[src/rtl/beta_bus_pkg.sv]
// Shared types and constants for the Beta memory-bus decoder.
`timescale 1ns/1ps
package beta_bus_pkg;

    // Access sequencer states
    typedef enum logic [1:0] {
        IDLE = 2'd0,
        WAIT = 2'd1,
        ACK  = 2'd2,
        ERR  = 2'd3
    } bus_state_e;

    // Default region map
    localparam int REGION_RAM       = 0;
    localparam int REGION_IO        = 1;
    localparam int REGION_RD_SHARED = 2;
    localparam int REGION_WR_SHARED = 3;

    // Width of the slave-ready timeout counter
    localparam int TMO_W = 8;

endpackage

[src/rtl/beta_region_decode.sv]
// Region index to one-hot select decoder with a mapped/unmapped flag.
`timescale 1ns/1ps
module beta_region_decode #(
    parameter int N_REGIONS = 4,
    parameter int IDX_W     = 15
) (
    input  logic [IDX_W-1:0]     idx,
    output logic [N_REGIONS-1:0] onehot,
    output logic                 mapped
);

    // Unsigned compare of the index against each region and the region count
    always_comb begin
        onehot = '0;
        for (int r = 0; r < N_REGIONS; r++) begin
            onehot[r] = (idx == IDX_W'(r));
        end
        mapped = ({1'b0, idx} < (IDX_W + 1)'(N_REGIONS));
    end

endmodule

[src/rtl/beta_bus_decode.sv]
// Beta data-port bus decoder: region select, wait states, slave-ready
// timeout and sticky unmapped-address error with interrupt.
`timescale 1ns/1ps
module beta_bus_decode
    import beta_bus_pkg::*;
#(
    parameter int                          DATA_W      = 32,
    parameter int                          N_REGIONS   = 4,
    parameter int                          SEL_HI      = 30,
    parameter int                          SEL_LO      = 16,
    parameter int                          WS_W        = 4,
    parameter logic [N_REGIONS*WS_W-1:0]   WAIT_STATES = '0,
    parameter int                          TIMEOUT     = 255
) (
    input  logic                          clk,
    input  logic                          reset_n,
    input  logic [31:0]                   cpu_addr,
    input  logic                          cpu_req,
    input  logic                          cpu_we,
    output logic [DATA_W-1:0]             cpu_rdata,
    output logic                          cpu_ready,
    output logic [N_REGIONS-1:0]          sel,
    output logic                          slave_we,
    input  logic [N_REGIONS*DATA_W-1:0]   slave_rdata,
    input  logic [N_REGIONS-1:0]          slave_ready,
    output logic                          bus_err_irq,
    output logic [31:0]                   err_addr,
    input  logic                          err_clr
);

    localparam int IDX_W = SEL_HI - SEL_LO + 1;
    localparam logic [TMO_W-1:0] TMO_ONE = TMO_W'(1);
    localparam logic [TMO_W-1:0] TMO_LIM = TMO_W'(TIMEOUT);
    localparam logic [WS_W-1:0]  WS_ONE  = WS_W'(1);

    if ((2 ** IDX_W) < N_REGIONS) begin : g_sel_too_narrow
        $error("beta_bus_decode: region index field cannot address N_REGIONS regions");
    end

    bus_state_e               state_q, state_d;
    logic [IDX_W-1:0]         idx;
    logic [N_REGIONS-1:0]     dec_onehot;
    logic                     dec_mapped;
    logic                     start;
    logic [31:0]              addr_q;
    logic [WS_W-1:0]          cnt_q, cnt_d;
    logic [TMO_W-1:0]         tmo_q, tmo_d;
    logic [WS_W-1:0]          ws_sel;
    logic [DATA_W-1:0]        rd_mux;
    logic                     rdy_mux;
    logic                     tmo_expire;
    logic [N_REGIONS-1:0]     sel_d;
    logic                     ready_d;
    logic [DATA_W-1:0]        rdata_d;
    logic                     we_d;
    logic                     irq_d;
    logic [31:0]              eaddr_d;

    // Supervisor bit addr[31] lies outside the index field and is ignored
    assign idx = cpu_addr[SEL_HI:SEL_LO];

    // A new access is accepted only from IDLE and never in a completion
    // cycle, so a request still held high on the ack does not re-trigger
    assign start = (state_q == IDLE) && cpu_req && !cpu_ready;

    // Timeout fires on the cycle the slave-ready wait count reaches TIMEOUT
    assign tmo_expire = ((tmo_q + TMO_ONE) == TMO_LIM);

    beta_region_decode #(
        .N_REGIONS (N_REGIONS),
        .IDX_W     (IDX_W)
    ) u_region_decode (
        .idx    (idx),
        .onehot (dec_onehot),
        .mapped (dec_mapped)
    );

    // Wait-state count of the region being decoded this cycle
    always_comb begin
        ws_sel = '0;
        for (int r = 0; r < N_REGIONS; r++) begin
            if (dec_onehot[r]) begin
                ws_sel = WAIT_STATES[r*WS_W +: WS_W];
            end
        end
    end

    // Read data and ready of the selected slave; sel is one-hot during an access
    always_comb begin
        rd_mux  = '0;
        rdy_mux = 1'b0;
        for (int r = 0; r < N_REGIONS; r++) begin
            if (sel[r]) begin
                rd_mux  = rd_mux | slave_rdata[r*DATA_W +: DATA_W];
                rdy_mux = rdy_mux | slave_ready[r];
            end
        end
    end

    // State register
    always_ff @(posedge clk or negedge reset_n) begin
        if (!reset_n) begin
            state_q <= IDLE;
        end else begin
            state_q <= state_d;
        end
    end

    // Next-state logic
    always_comb begin
        state_d = state_q;
        case (state_q)
            IDLE: begin
                if (start) begin
                    state_d = dec_mapped ? WAIT : ERR;
                end
            end
            WAIT: begin
                if (cnt_q == '0) begin
                    if (rdy_mux) begin
                        state_d = ACK;
                    end else if (tmo_expire) begin
                        state_d = ERR;
                    end
                end
            end
            ACK:     state_d = IDLE;
            ERR:     state_d = IDLE;
            default: state_d = IDLE;
        endcase
    end

    // Next values of the registered outputs and counters
    always_comb begin
        sel_d   = sel;
        ready_d = 1'b0;
        rdata_d = cpu_rdata;
        we_d    = slave_we;
        irq_d   = bus_err_irq & ~err_clr;
        eaddr_d = err_addr;
        cnt_d   = cnt_q;
        tmo_d   = tmo_q;
        case (state_q)
            IDLE: begin
                if (start) begin
                    we_d = cpu_we;
                    if (dec_mapped) begin
                        sel_d = dec_onehot;
                        cnt_d = ws_sel;
                        tmo_d = '0;
                    end
                end
            end
            WAIT: begin
                if (cnt_q != '0) begin
                    cnt_d = cnt_q - WS_ONE;
                end else if (rdy_mux) begin
                    ready_d = 1'b1;
                    rdata_d = slave_we ? '0 : rd_mux;
                end else begin
                    tmo_d = tmo_q + TMO_ONE;
                end
            end
            ACK: begin
                sel_d = '0;
            end
            ERR: begin
                ready_d = 1'b1;
                rdata_d = '0;
                sel_d   = '0;
                // First unacknowledged error wins; a clear in this same
                // cycle frees the slot so the new error is recorded
                if (!bus_err_irq || err_clr) begin
                    irq_d   = 1'b1;
                    eaddr_d = addr_q;
                end
            end
            default: begin
                sel_d = '0;
            end
        endcase
    end

    // Output and counter registers
    always_ff @(posedge clk or negedge reset_n) begin
        if (!reset_n) begin
            sel         <= '0;
            cpu_ready   <= 1'b0;
            cpu_rdata   <= '0;
            slave_we    <= 1'b0;
            bus_err_irq <= 1'b0;
            err_addr    <= '0;
            cnt_q       <= '0;
            tmo_q       <= '0;
        end else begin
            sel         <= sel_d;
            cpu_ready   <= ready_d;
            cpu_rdata   <= rdata_d;
            slave_we    <= we_d;
            bus_err_irq <= irq_d;
            err_addr    <= eaddr_d;
            cnt_q       <= cnt_d;
            tmo_q       <= tmo_d;
        end
    end

    // Access address captured when a request is accepted
    always_ff @(posedge clk) begin
        if (start) begin
            addr_q <= cpu_addr;
        end
    end

endmodule

[config.mk]
export PLATFORM = sky130hd
export DESIGN_NAME = beta_bus_decode
export DESIGN_NICKNAME = d
export VERILOG_FILES = /design/src/rtl/beta_bus_pkg.sv /design/src/rtl/beta_region_decode.sv /design/src/rtl/beta_bus_decode.sv
export SDC_FILE = /design/constraint.sdc
export NUM_CORES = 1
export LEC_CHECK = 0
export BUFFER_PORTS_ARGS = -buffer_cell sky130_fd_sc_hd__buf_2
export CAP_MARGIN = 20
export CORE_AREA = 5 5 129 131
export CTS_CLUSTER_SIZE = 14
export DETAILED_ROUTE_END_ITERATION = 10
export DIE_AREA = 0 0 134 136
export SYNTH_ARGS = -nofsm -noshare
export SYNTH_HDL_FRONTEND = slang
export SYNTH_SLANG_ARGS = --single-unit
[constraint.sdc]
create_clock -name clk -period 5.6 [get_ports clk]
set_input_delay 0.84 -clock clk [delete_from_list [all_inputs] [get_ports clk]]
set_output_delay 0.84 -clock clk [all_outputs]
set_load 0.005 [all_outputs]
## Word level (Yosys, flattened, before mapping)

Index checks and enable logic that the tools add are counted.

- Reduce and logical (&&, ||, !) cells: 20
- Equality and inequality tests: 15
- Bitwise gates (word level): 8
- Mux-type cells: 35
- Order comparisons: 1
- $add $sub $neg: 2

Operators with widths:

| operator | number |
|---|---|
| 32-bit 2-to-1 mux | 7 |
| 32-bit OR | 3 |
| 32-bit case mux with 2 select lines | 1 |
| 8-bit 2-to-1 mux | 4 |
| 15-bit by 2-bit equality test with 1-bit output, second input constant | 2 |
| 4-bit 2-to-1 mux | 5 |
| 4-bit case mux with 2 select lines | 2 |
| 8-bit case mux with 2 select lines | 1 |
| 15-bit by 1-bit equality test with 1-bit output, second input constant | 1 |
| 15-bit logical NOT | 1 |
| 15-bit by 3-bit less-than comparator with 1-bit output, second input constant | 1 |
| 2-bit inequality test, second input constant | 7 |
| 2-bit 2-to-1 mux | 5 |
| 3-bit AND reduction | 3 |
| 8-bit by 1-bit adder with 8-bit output, second input constant | 1 |
| 8-bit equality test, second input constant | 1 |
| 1-bit 2-to-1 mux | 8 |
| 2-bit case mux with 3 select lines | 1 |
| 2-bit nonzero test | 3 |
| 5-bit AND reduction | 1 |
| 2-bit equality test, second input constant | 2 |
| 4-bit logical NOT | 1 |
| 2-bit AND reduction | 2 |
| 4-bit AND reduction | 1 |
| other kinds (13) | 17 |

- Output and inout bits: 71
- Logic and storage cells: 91
- Flip-flop bits (word level): 117
- Bits of input ports: 169

## Depth between registers and ports, before layout

Gate-level depths: netlist of run 1.

- Depth in word-level cells: 11
- Depth in mapped cells: 8
- Depth with buffers taken out: 6

## Cells and area by module

Synthesis of run 1 repeated with hierarchy kept, for this count alone.

- Cells, all modules: 432
- Area, all modules: 5426.5 sq um

By module, submodules not included:

| module | cells an instance | area each (sq um) | instances |
|---|---|---|---|
| beta_bus_decode | 419 | 5315.1 | 1 |
| beta_region_decode | 13 | 111.4 | 1 |

## Worst setup path before layout of run 1

Ideal clock, no wire load.

- Kind: in2reg
- Start: input port cpu_req
- End: register addr_q[0], enable pin
- Path slack: 2.961 ns
- Buffers on the path: 2
- Data arrival time: 2.252 ns
- Required time: 5.213 ns
- Stages on the path: 4
- Setup time: 0.387 ns
- Path through: or4b_1 -> clkbuf_2 -> clkbuf_1 -> inv_1

- Cells in the longest elaborated chain, start to end: 2

Ends and longest elaborated chain:

| what | line | text |
|---|---|---|
| start, declared | beta_bus_decode.sv:18 | `input logic cpu_req,` |
| 1-bit logical AND (2 in a row) | beta_bus_decode.sv:64 | `assign start = (state_q == IDLE) && cpu_req && !cpu_ready;` |
| via start | beta_bus_decode.sv:44 | `logic start;` |
| end signal, assigned | beta_bus_decode.sv:210 | `addr_q <= cpu_addr;` |
| end, declared | beta_bus_decode.sv:45 | `logic [31:0] addr_q;` |

The timed path passes the listed nets, and every way through them passes these cells.
A chain may end at the register's enable or synchronous reset.

## Worst setup path after layout of run 1

- Start: input port cpu_addr[23]
- End: register tmo_q[5]

- Cells in the longest elaborated chain, start to end: 3

Ends and longest elaborated chain:

| what | line | text |
|---|---|---|
| start, declared | beta_bus_decode.sv:17 | `input logic [31:0] cpu_addr,` |
| 15-bit by 3-bit less-than comparator with 1-bit output | beta_region_decode.sv:18 | `mapped = ({1'b0, idx} < (IDX_W + 1)'(N_REGIONS));` |
| 2-bit inequality test (no line) | -- |  |
| 5-bit AND reduction (no line) | -- |  |
| end signal, assigned | beta_bus_decode.sv:203 | `tmo_q <= tmo_d;` |
| end, declared | beta_bus_decode.sv:47 | `logic [TMO_W-1:0] tmo_q, tmo_d;` |

No other way between the ends.

==> impl_metrics.toml, run 1 <==
[synth]
netlist.top_cell.by_area = "sky130_fd_sc_hd__dfrtp_1"
ys_types = 47
ffs_w_async_s_r_synth_pct = 72.6
synthesis.yosys.warnings = 0
seq_area_frac_synth_pct = 58.9
count_of_flip_flops_with_a_built_in_enable_after_synthesis = 32
synth_top_area_share_pct = 40.6
syn_inst = 415
netlist_area_um2 = 5240
synth-seq-cells = 117
dominantRegCellSynth = "sky130_fd_sc_hd__dfrtp_1"
synth.avg_cell_area_um2 = 12.6
synthesis.nets = 587
synth_top_cells_by_area = "sky130_fd_sc_hd__dfrtp_1, sky130_fd_sc_hd__edfxtp_1, sky130_fd_sc_hd__mux2_2"

[grt]
grt_pass1_vias = 4555
grt_start_max_net_pins = 55
grt_remaining_overflow = 0
first_pass_grt_wire_length_um = 23400
grt_antenna_before_repair = 2
grtUsageTotal_pct = 16.5

[layout]
final_cell_area_um2 = 7210
fraction_of_layout_instances_using_a_drive_strength_above_1_pct = 49.9
layout.nets = 818
final_cells = 852
area_delta_synth_final_pct = 37.6
final_core_utilization_pct = 46.5

[timing]
period_needed_ps = 2600
fmaxAchievable_mhz = 384
finalHoldWorstSlack_ps = 373
rsz0062_at_grt = "false"
relSlewSlack_pct = 27.6
max_slew_vio_count = 0
number_of_hold_violations_in_the_final_report = 0
clock_skew_ps = 6.40
smallest_setup_slack_after_layout_ps = 3000
final-setup-viol-count = 0
totalNegativeSetupSlack_ps = 0
timing.final.crit_share_pct = 46.5
worstMarginPinSlew_ps = 1080

[setup_path]
crit_slowest_cell = "sky130_fd_sc_hd__o21ai_1"
timing.setup.critical_path_class = "input port to register"
critical_path_arrival_ps = 2860
end_kind = "register"
crit_chain = "buf_2, nor4_1, nand4_1, o21ai_1, a31oi_1"
critical_path_required_ps = 5850
critPathLaunchType = "input port"
worst-path-max-fanout = 19
critical_path.max_stage_delay_ps = 700

[cts]
clock_pin_slew_reported_for_the_worst_setup_and_hold_paths_after_clock_tree_synthesis_ps = 50
tritoncts.num_buffers = 17
cts_tree = "yes"
clk-insertion-delay-late_ps = 410
cts_hold_repair.buffers = 0
clkSinkCount = 117
cts.root.buffer_cell = "sky130_fd_sc_hd__clkbuf_16"
clockBufferDepth = 2
post_cts_setup_buffer_count = 0
cts.repair.resized = 0
h-tree-depth = 4

[placement]
port-buffer-count = 239
globalplace.congestion = 0.862
post-place-ws_ps = 2560
post_dp_cell_area_um2 = 6600
dpl.hpwl_um = 11500
post-place-cells = 819

[drt]
detailedRoute.firstPassIterationCount = 5
drt_first_iter_violations = 244
via_count = 4528
wirelength_um = 15800
avgViaCountPerCell = 5.31
drt.antenna.violating_nets = 0
detail_route.wl_per_cell_um = 18.5
count_of_unresolved_drc_violations_after_routing = 0

[power]
total_power_mw = 2.34
power_density_nw_per_um2 = 325
vdd_drop_max_mv = 0.219
power.leakage_nw = 3.43

[floorplan]
design.core.area_um2 = 15500
die-width_um = 134
std_cell_rows = 46
start_util_pct = 33.8
i_o_pin_count = 240
die_height_um = 136
die_footprint_um2 = 18200

[flow_run]
count_of_maximum_capacitance_violations = 0

[run_status]
outcome = "finished clean"

[worst_hold_path]
min-delay-path-class = "input port to asynchronous set/reset pin"
registers in the layout, indices dropped and copies added (netlist names):
signal and count:
state_q 2, cnt_q 4, cpu_rdata 32, sel 4
err_addr 32, cpu_ready 1, slave_we 1, bus_err_irq 1
tmo_q 8, addr_q 32
placed cells by master, fill, tap and decap left out, types with 3 or more instances in the layout:
master | synthesis | layout
sky130_fd_sc_hd__buf_4 | 3 | 7
sky130_fd_sc_hd__mux2_2 | 50 | 50
sky130_fd_sc_hd__ha_1 | 3 | 3
sky130_fd_sc_hd__a221oi_1 | 14 | 14
sky130_fd_sc_hd__nand2b_1 | 4 | 4
sky130_fd_sc_hd__a31oi_1 | 5 | 5
sky130_fd_sc_hd__buf_2 | 3 | 238
sky130_fd_sc_hd__inv_1 | 10 | 10
sky130_fd_sc_hd__edfxtp_1 | 32 | 32
sky130_fd_sc_hd__nand2_1 | 11 | 11
sky130_fd_sc_hd__inv_6 | 0 | 3
sky130_fd_sc_hd__nor2_1 | 4 | 4
sky130_fd_sc_hd__clkinv_4 | 0 | 4
sky130_fd_sc_hd__a22o_1 | 14 | 14
sky130_fd_sc_hd__a21oi_1 | 30 | 29
sky130_fd_sc_hd__nor3_1 | 4 | 4
sky130_fd_sc_hd__clkbuf_16 | 0 | 17
sky130_fd_sc_hd__clkinv_2 | 0 | 3
sky130_fd_sc_hd__a22oi_1 | 38 | 38
sky130_fd_sc_hd__o21bai_1 | 3 | 3
sky130_fd_sc_hd__bufinv_16 | 0 | 3
sky130_fd_sc_hd__o211ai_1 | 3 | 3
sky130_fd_sc_hd__nand3_1 | 9 | 9
sky130_fd_sc_hd__nand4_1 | 3 | 3
sky130_fd_sc_hd__o2bb2ai_1 | 14 | 14
sky130_fd_sc_hd__o21ai_0 | 15 | 15
sky130_fd_sc_hd__dfrtp_1 | 85 | 85
sky130_fd_sc_hd__mux2i_1 | 3 | 3
where the power goes:
group / total, mW / switching (mW) / internal, mW
sequential: 0.978 / 0.0505 / 0.927
combinational: 0.267 / 0.134 / 0.133
clock: 1.10 / 0.396 / 0.701
total: 2.34 / 0.581 / 1.76
cells by family (layout without fill, tap and decap cells):
logic type	count (synthesis)	in the layout	synth area share [%]
AO/OA/AOI/OAI	146	146	19.7
flip-flops	117	117	58.9
multiplexers	53	53	11.3
AND/OR/NAND/NOR	53	53	5.90
buffers and inverters	43	287	3.39
adder cells (fa/ha/maj)	3	3	0.717
other	0	1	0
worst paths after layout:
check	startpoint	end	slack, ps	cells after the start
hold reg to reg	addr_q[11]	err_addr[11]	470	1
setup reg to reg	sel[1]	cpu_rdata[4]	3060	5
hold / removal	reset_n	cpu_rdata[23]	370	1
setup / recovery	cpu_addr[23]	tmo_q[5]	3000	5
min in group clk	addr_q[11]	err_addr[11]	470	1
max in group asynchronous	reset_n	err_addr[28]	4150	2
layout make-up:
type,count,area [um^2]
Fill cell,1408,8280
Sequential cell,117,3090
Multi-Input combinational cell,255,1990
Timing Repair Buffer,245,1240
Clock buffer,17,425
Tap cell,192,240
Clock inverter,15,178
Inverter,10,37.5
Antenna cell,1,2.50
routing by layer:
metal | vias up | global-route usage (%) | part of all wire [%]
met5 | - | 0 | 0.082
met4 | 2 | 7.49 | 2.0
met3 | 25 | 4.96 | 6.7
met2 | 183 | 24.8 | 47
met1 | 2232 | 21.9 | 44
li1 | 2086 | - | -
Yosys cell counts (all sizes together), types with 10 or more instances:
cell type and instances:
dfrtp 85, mux2 50, a22oi 38, edfxtp 32, a21oi 30, clkbuf 27
o21ai 17, a221oi 14, a22o 14, o2bb2ai 14, nand2 11, inv 10
critical path: cells and delay by family:
family | cells | cell delay [ps]
and+or+nand+nor | 2 | 1020
AOI/OAI and AO/OA | 2 | 880
buffers and inverters | 1 | 110
Power figures use the tool's default switching activity.
==> run 2, diff against run 1 <==
==> constraint.sdc (replaced) <==
create_clock -name clk -period 2.3 [get_ports clk]
set_input_delay 0.345 -clock clk [delete_from_list [all_inputs] [get_ports clk]]
set_output_delay 0.345 -clock clk [all_outputs]
set_load 0.005 [all_outputs]
==> run 2 against run 1 <==
Effect of this change:
- clock power up 140%
- register-to-register slack worse by 2900 ps
- utilization up 0.86 points
- highest routed layer is now met4
- largest cell class unchanged
- non-clock buffer count up 9
- die area unchanged
- largest power group unchanged
- combinational power rose to 2.5 times the previous value
- sequential share of layout area down 0.78 points
- count of clock-buffer cells in the layout up 3
- sequential cell count unchanged
- first-iteration DRC count up 60%
- via count up 0.53%
- worst hold slack worse by 270 ps
==> impl_metrics.toml, run 2 (synthesized netlist as in run 1, its figures left out) <==
[layout]
final_cell_area_um2 = 7340
fraction_of_layout_instances_using_a_drive_strength_above_1_pct = 50.5
final_cell_mix = "sky130_fd_sc_hd__buf_2, sky130_fd_sc_hd__dfrtp_1, sky130_fd_sc_hd__mux2_2"
layout.nets = 828
insertedDiodeCount = 0
fillerInstances = 1415
final_core_utilization_pct = 47.4
area_delta_synth_final_pct = 40.1
top_regs = "addr_q x32, cpu_rdata x32, err_addr x32"
mostFrequentLayoutCell = "sky130_fd_sc_hd__buf_2"

[timing]
rsz0062_at_grt = "false"
smallest_setup_slack_after_layout_ps = 151
relSlewSlack_pct = 59.6
totalNegativeSetupSlack_ps = 0
fmaxAchievable_mhz = 465
clock_skew_ps = 8.71
max_slew_vio_count = 0
final-setup-viol-count = 0
worstMarginPinSlew_ps = 607
timing.final.crit_share_pct = 93.4
number_of_hold_violations_in_the_final_report = 0
period_needed_ps = 2150

[power]
power_density_nw_per_um2 = 779
vdd_drop_max_mv = 0.531
swShare_pct = 24.3
net-switching-power_mw = 1.39
power.share.combinational_pct = 11.7
power.share.clock_pct = 46.7
total_power_mw = 5.72
pwr-share-seq_pct = 41.6
p_int_mw = 4.33
power.leakage_nw = 3.47

[floorplan]
start_util_pct = 33.8
design.core.area_um2 = 15500
die_height_um = 136
std_cell_rows = 46
i_o_pin_count = 240
die-width_um = 134
die_footprint_um2 = 18200

[cts]
h-tree-depth = 4
cts.root.buffer_cell = "sky130_fd_sc_hd__clkbuf_16"
tritoncts.num_buffers = 17
post_cts_setup_buffer_count = 0
clkSinkCount = 117
clk-insertion-delay-late_ps = 410
clock_pin_slew_reported_for_the_worst_setup_and_hold_paths_after_clock_tree_synthesis_ps = 60
cts_tree = "yes"
clockBufferDepth = 2

[placement]
post_dp_cell_area_um2 = 6700
dpl.hpwl_um = 11900
port-buffer-count = 239
post-place-ws_ps = 16.3
globalplace.congestion = 0.897

[worst_hold_path]
min-delay-path-class = "input port to register"

[drt]
avgViaCountPerCell = 5.29
count_of_unresolved_drc_violations_after_routing = 0
drt.antenna.violating_nets = 0
wirelength_um = 16200
detail_route.wl_per_cell_um = 18.9
drt_first_iter_violations = 391
via_count = 4552
detailedRoute.firstPassIterationCount = 5

[grt]
grt_antenna_before_repair = 0
grt_start_max_net_pins = 44
grt_remaining_overflow = 0
first_pass_grt_wire_length_um = 24100
grt_pass1_vias = 4600
grtUsageTotal_pct = 17.0

[run_status]
outcome = "finished clean"

[setup_path]
worst-path-max-fanout = 17
timing.setup.critical_path_class = "register to register"
critical_path_arrival_ps = 2450
end_kind = "register"
critical_path_required_ps = 2600
critPathLaunchType = "register"

[flow_run]
count_of_maximum_capacitance_violations = 0
==> run 2: cell count changes in the layout (fill, tap and decap cells not counted), sizes merged <==
cell         delta
buf             +8
clkinv          -3
dlygate4sd3     +1
o21ai           +1
diode           -1
inv             -2
clkinvlp        +2
clkbuf          +3
==> run 2: layer usage <==
| layer | vias up | wire (um) | global-route usage [%] |
|---|---|---|---|
| met5 | - | 0 | 0 |
| met4 | 0 | 320 | 6.11 |
| met3 | 27 | 1250 | 5.66 |
| met2 | 182 | 7700 | 26.6 |
| met1 | 2238 | 6970 | 22.2 |
| li1 | 2105 | - | - |
==> run 2: stage by stage <==
step	instances	hold slack (ps)
finish	861	105
global route	861	80.2
CTS	860	85.5
detailed placement	827	380
global placement	827	364
floorplan	415	49.4
==> run 2: worst max-delay path, stage by stage (launching register included) <==
cell and delay, ps:
sky130_fd_sc_hd__dfrtp_1 390, sky130_fd_sc_hd__or4b_1 800, sky130_fd_sc_hd__or4b_1 590, sky130_fd_sc_hd__a21oi_1 260
==> run 2: final timing paths <==
path / from / slack, ps / depth (start not counted) / endpoint
max reg2reg: state_q[1] / 150 / 3 / sel[1]
min: cpu_addr[11] / 100 / 1 / addr_q[11]
max in group asynchronous: reset_n / 1190 / 3 / tmo_q[3]
max: state_q[1] / 150 / 3 / sel[1]
min in group asynchronous: reset_n / 480 / 2 / cpu_rdata[22]
min reg2reg: addr_q[27] / 470 / 1 / err_addr[27]
==> run 2: final cells by class <==
cell class / instances / area, um^2 / area share [%]
Clock buffer: 20 / 447 / 6.08
Clock inverter: 12 / 154 / 2.10
Timing Repair Buffer: 254 / 1350 / 18.4
Sequential cell: 117 / 3090 / 42.1
Tap cell: 192 / 240 / 3.27
Inverter: 10 / 41.3 / 0.562
Multi-Input combinational cell: 256 / 2020 / 27.5
==> run 2: what timing repair did <==
action,CTS,global route
gates resized for setup,0,3
endpoints found under the hold margin,42,0
hold buffers,1,0
endpoints found under the setup margin,0,18
==> run 2: power by group through the flow <==
| stage | sequential (mW) | clock (mW) | combinational [mW] |
|---|---|---|---|
| detailed placement | 2.41 | 0 | 0.670 |
| CTS | 2.38 | 2.73 | 0.673 |
| global route | 2.40 | 2.83 | 0.758 |
| global placement | 2.41 | 0 | 0.650 |
| floorplan | 2.38 | 0 | 0.363 |
| finish | 2.38 | 2.67 | 0.668 |
==> run 3, diff against run 2 <==
--- a/config.mk
+++ b/config.mk
@@ -7,10 +7,11 @@
 export LEC_CHECK = 0
 export BUFFER_PORTS_ARGS = -buffer_cell sky130_fd_sc_hd__buf_2
 export CAP_MARGIN = 20
-export CORE_AREA = 5 5 129 131
+export CORE_AREA = 5 5 131 133
 export CTS_CLUSTER_SIZE = 14
 export DETAILED_ROUTE_END_ITERATION = 10
-export DIE_AREA = 0 0 134 136
+export DIE_AREA = 0 0 136 138
 export SYNTH_ARGS = -nofsm -noshare
 export SYNTH_HDL_FRONTEND = slang
+export SYNTH_HIERARCHICAL = 1
 export SYNTH_SLANG_ARGS = --single-unit
==> run 3 against run 2 <==
Effect of this change:
- worst hold slack worse by 1.5 ps
- cell area is 3.1% higher
- setup slack better by 47 ps
- non-clock buffer count is 4 higher
- critical path depth is 4 higher
- area after synthesis is 3.6% higher
- first-iteration DRC count is 29% lower
- combinational power grew to 3.1 times the previous value
- critical endpoint is now tmo_q[7]
- largest cell class unchanged
- highest routed layer unchanged
==> impl_metrics.toml, run 3 <==
[drt]
wirelength_um = 16500
drt.antenna.violating_nets = 0
detail_route.wl_per_cell_um = 18.1
drt_first_iter_violations = 277
avgViaCountPerCell = 5.09
via_count = 4631
count_of_unresolved_drc_violations_after_routing = 0
detailedRoute.firstPassIterationCount = 5

[synth]
seq_area_frac_synth_pct = 56.9
synth-seq-cells = 117
yosysMostFrequentCell = "sky130_fd_sc_hd__dfrtp_1"
synth.avg_cell_area_um2 = 12.6
ffs_w_async_s_r_synth_pct = 72.6
syn_inst = 432
synthesis.yosys.warnings = 6
count_of_flip_flops_with_a_built_in_enable_after_synthesis = 32
synth_top_area_share_pct = 39.2
ys_types = 53
netlist.top_cell.by_area = "sky130_fd_sc_hd__dfrtp_1"
ys_top_cells_by_count = "sky130_fd_sc_hd__dfrtp_1, sky130_fd_sc_hd__a22oi_1, sky130_fd_sc_hd__mux2_2, sky130_fd_sc_hd__edfxtp_1, sky130_fd_sc_hd__nand2_1"
synth_top_cells_by_area = "sky130_fd_sc_hd__dfrtp_1, sky130_fd_sc_hd__edfxtp_1, sky130_fd_sc_hd__a22oi_1"
synthesis.nets = 604
dominantRegCellSynth = "sky130_fd_sc_hd__dfrtp_1"
netlist_area_um2 = 5430

[setup_path]
critPathLaunchType = "register"
worst-path-max-fanout = 7
critical_path_required_ps = 2620
end_kind = "register"
timing.setup.critical_path_class = "register to register"
critical_path_arrival_ps = 2420

[grt]
grt_antenna_before_repair = 0
first_pass_grt_wire_length_um = 26000
grt_start_max_net_pins = 50
grt_remaining_overflow = 0
grtUsageTotal_pct = 17.5
grt_pass1_vias = 4855

[floorplan]
die-width_um = 136
std_cell_rows = 46
die_height_um = 138
design.core.area_um2 = 15700
die_footprint_um2 = 18800
i_o_pin_count = 240
start_util_pct = 34.5

[timing]
worstMarginPinSlew_ps = 758
max_slew_vio_count = 0
period_needed_ps = 2100
relSlewSlack_pct = 49.3
rsz0062_at_grt = "false"
totalNegativeSetupSlack_ps = 0
smallest_setup_slack_after_layout_ps = 198
clock_skew_ps = 16.0
number_of_hold_violations_in_the_final_report = 0
fmaxAchievable_mhz = 476
timing.final.crit_share_pct = 91.4
final-setup-viol-count = 0
finalHoldWorstSlack_ps = 103

[worst_hold_path]
min-delay-path-class = "input port to register"

[power]
power_density_nw_per_um2 = 1060
vdd_drop_max_mv = 0.578
power.leakage_nw = 3.56
total_power_mw = 8.00

[layout]
area_delta_synth_final_pct = 39.5
mostFrequentLayoutCell = "sky130_fd_sc_hd__buf_2"
final_cell_area_um2 = 7570
top_regs = "addr_q x32, cpu_rdata x32, err_addr x32"
layout.area.seq_um2 = 3090
layout.nets = 851
fillerInstances = 1473
multi_input_area_um2 = 2160
final_cell_mix = "sky130_fd_sc_hd__buf_2, sky130_fd_sc_hd__dfrtp_1, sky130_fd_sc_hd__a22oi_1"
fraction_of_layout_instances_using_a_drive_strength_above_1_pct = 51.0

[cts]
post_cts_setup_buffer_count = 0
cts.root.buffer_cell = "sky130_fd_sc_hd__clkbuf_16"
clk-insertion-delay-late_ps = 420
clock_pin_slew_reported_for_the_worst_setup_and_hold_paths_after_clock_tree_synthesis_ps = 60
clockBufferDepth = 2
cts_tree = "yes"
tritoncts.num_buffers = 17
h-tree-depth = 4
clkSinkCount = 117

[run_status]
outcome = "finished clean"

[placement]
globalplace.congestion = 0.879
dpl.hpwl_um = 12300
post_dp_cell_area_um2 = 6920
post-place-ws_ps = -114
port-buffer-count = 239

[flow_run]
count_of_maximum_capacitance_violations = 0
==> run 3: path summary, 6_finish.rpt <==
path / slack [ps] / depth (start not counted) / end / from
max: 200 / 7 / tmo_q[7] / cnt_q[1]
min: 100 / 1 / addr_q[11] / cpu_addr[11]
max reg2reg: 200 / 7 / tmo_q[7] / cnt_q[1]
min reg2reg: 470 / 1 / err_addr[12] / addr_q[12]
max in group asynchronous: 1200 / 3 / state_q[1] / reset_n
min in group asynchronous: 430 / 2 / err_addr[6] / reset_n
==> run 3: stage by stage <==
step,std cells,utilization (%)
after CTS,908,48.1
after detailed placement,874,44.0
final,909,48.2
after global routing,908,48.1
after floorplan,432,-
after global placement,874,44.0
==> run 3: routing by layer <==
| metal | wire, um | GRT usage (%) |
|---|---|---|
| met5 | 0 | 0 |
| met3 | 1390 | 5.59 |
| met1 | 6870 | 22.5 |
| met2 | 7960 | 28.1 |
| met4 | 231 | 5.15 |
==> run 3: power by group <==
part           switching, mW  total [mW]  internal (mW)  leakage (nW)
clock network          0.971        2.79           1.82         0.302
logic                   1.05        2.09           1.04          1.86
registers              0.391        3.13           2.74          1.40
==> run 3: cells by family after synthesis <==
logic type,synth area share [%]
buffers and inverters,3.83
muxes,11.8
xor gates and xnor gates,0.161
and+or+nand+nor,8.88
AOI/OAI and AO/OA,17.7
DFF,56.9
adders and majority gates,0.692
==> run 3: area by class of cell <==
type	instances	share of cell area [%]
flip-flops and latches	117	40.8
multi-input cells	272	28.6
repair buffers	258	18.1
clock buffers	17	5.62
well taps	216	3.57
clock inverters	15	2.66
inverters	13	0.645
diodes	1	0.0331
==> run 3: worst max-delay path, stage by stage, from the launching register on <==
cell and delay (ps):
sky130_fd_sc_hd__dfrtp_1 380, sky130_fd_sc_hd__inv_1 70, sky130_fd_sc_hd__ha_1 170, sky130_fd_sc_hd__or3b_1 410, sky130_fd_sc_hd__buf_4 200, sky130_fd_sc_hd__nand4b_1 280, sky130_fd_sc_hd__or3_1 410, sky130_fd_sc_hd__o211ai_1 100
==> run 3: repair_timing <==
item / 4_1_cts / 5_1_grt
pin swaps: 1 / 0
hold endpoints to repair: 36 / 0
endpoints found under the setup margin: 3 / 1
gates resized for setup: 0 / 1
hold buffers: 1 / 0
gates cloned: 1 / 0
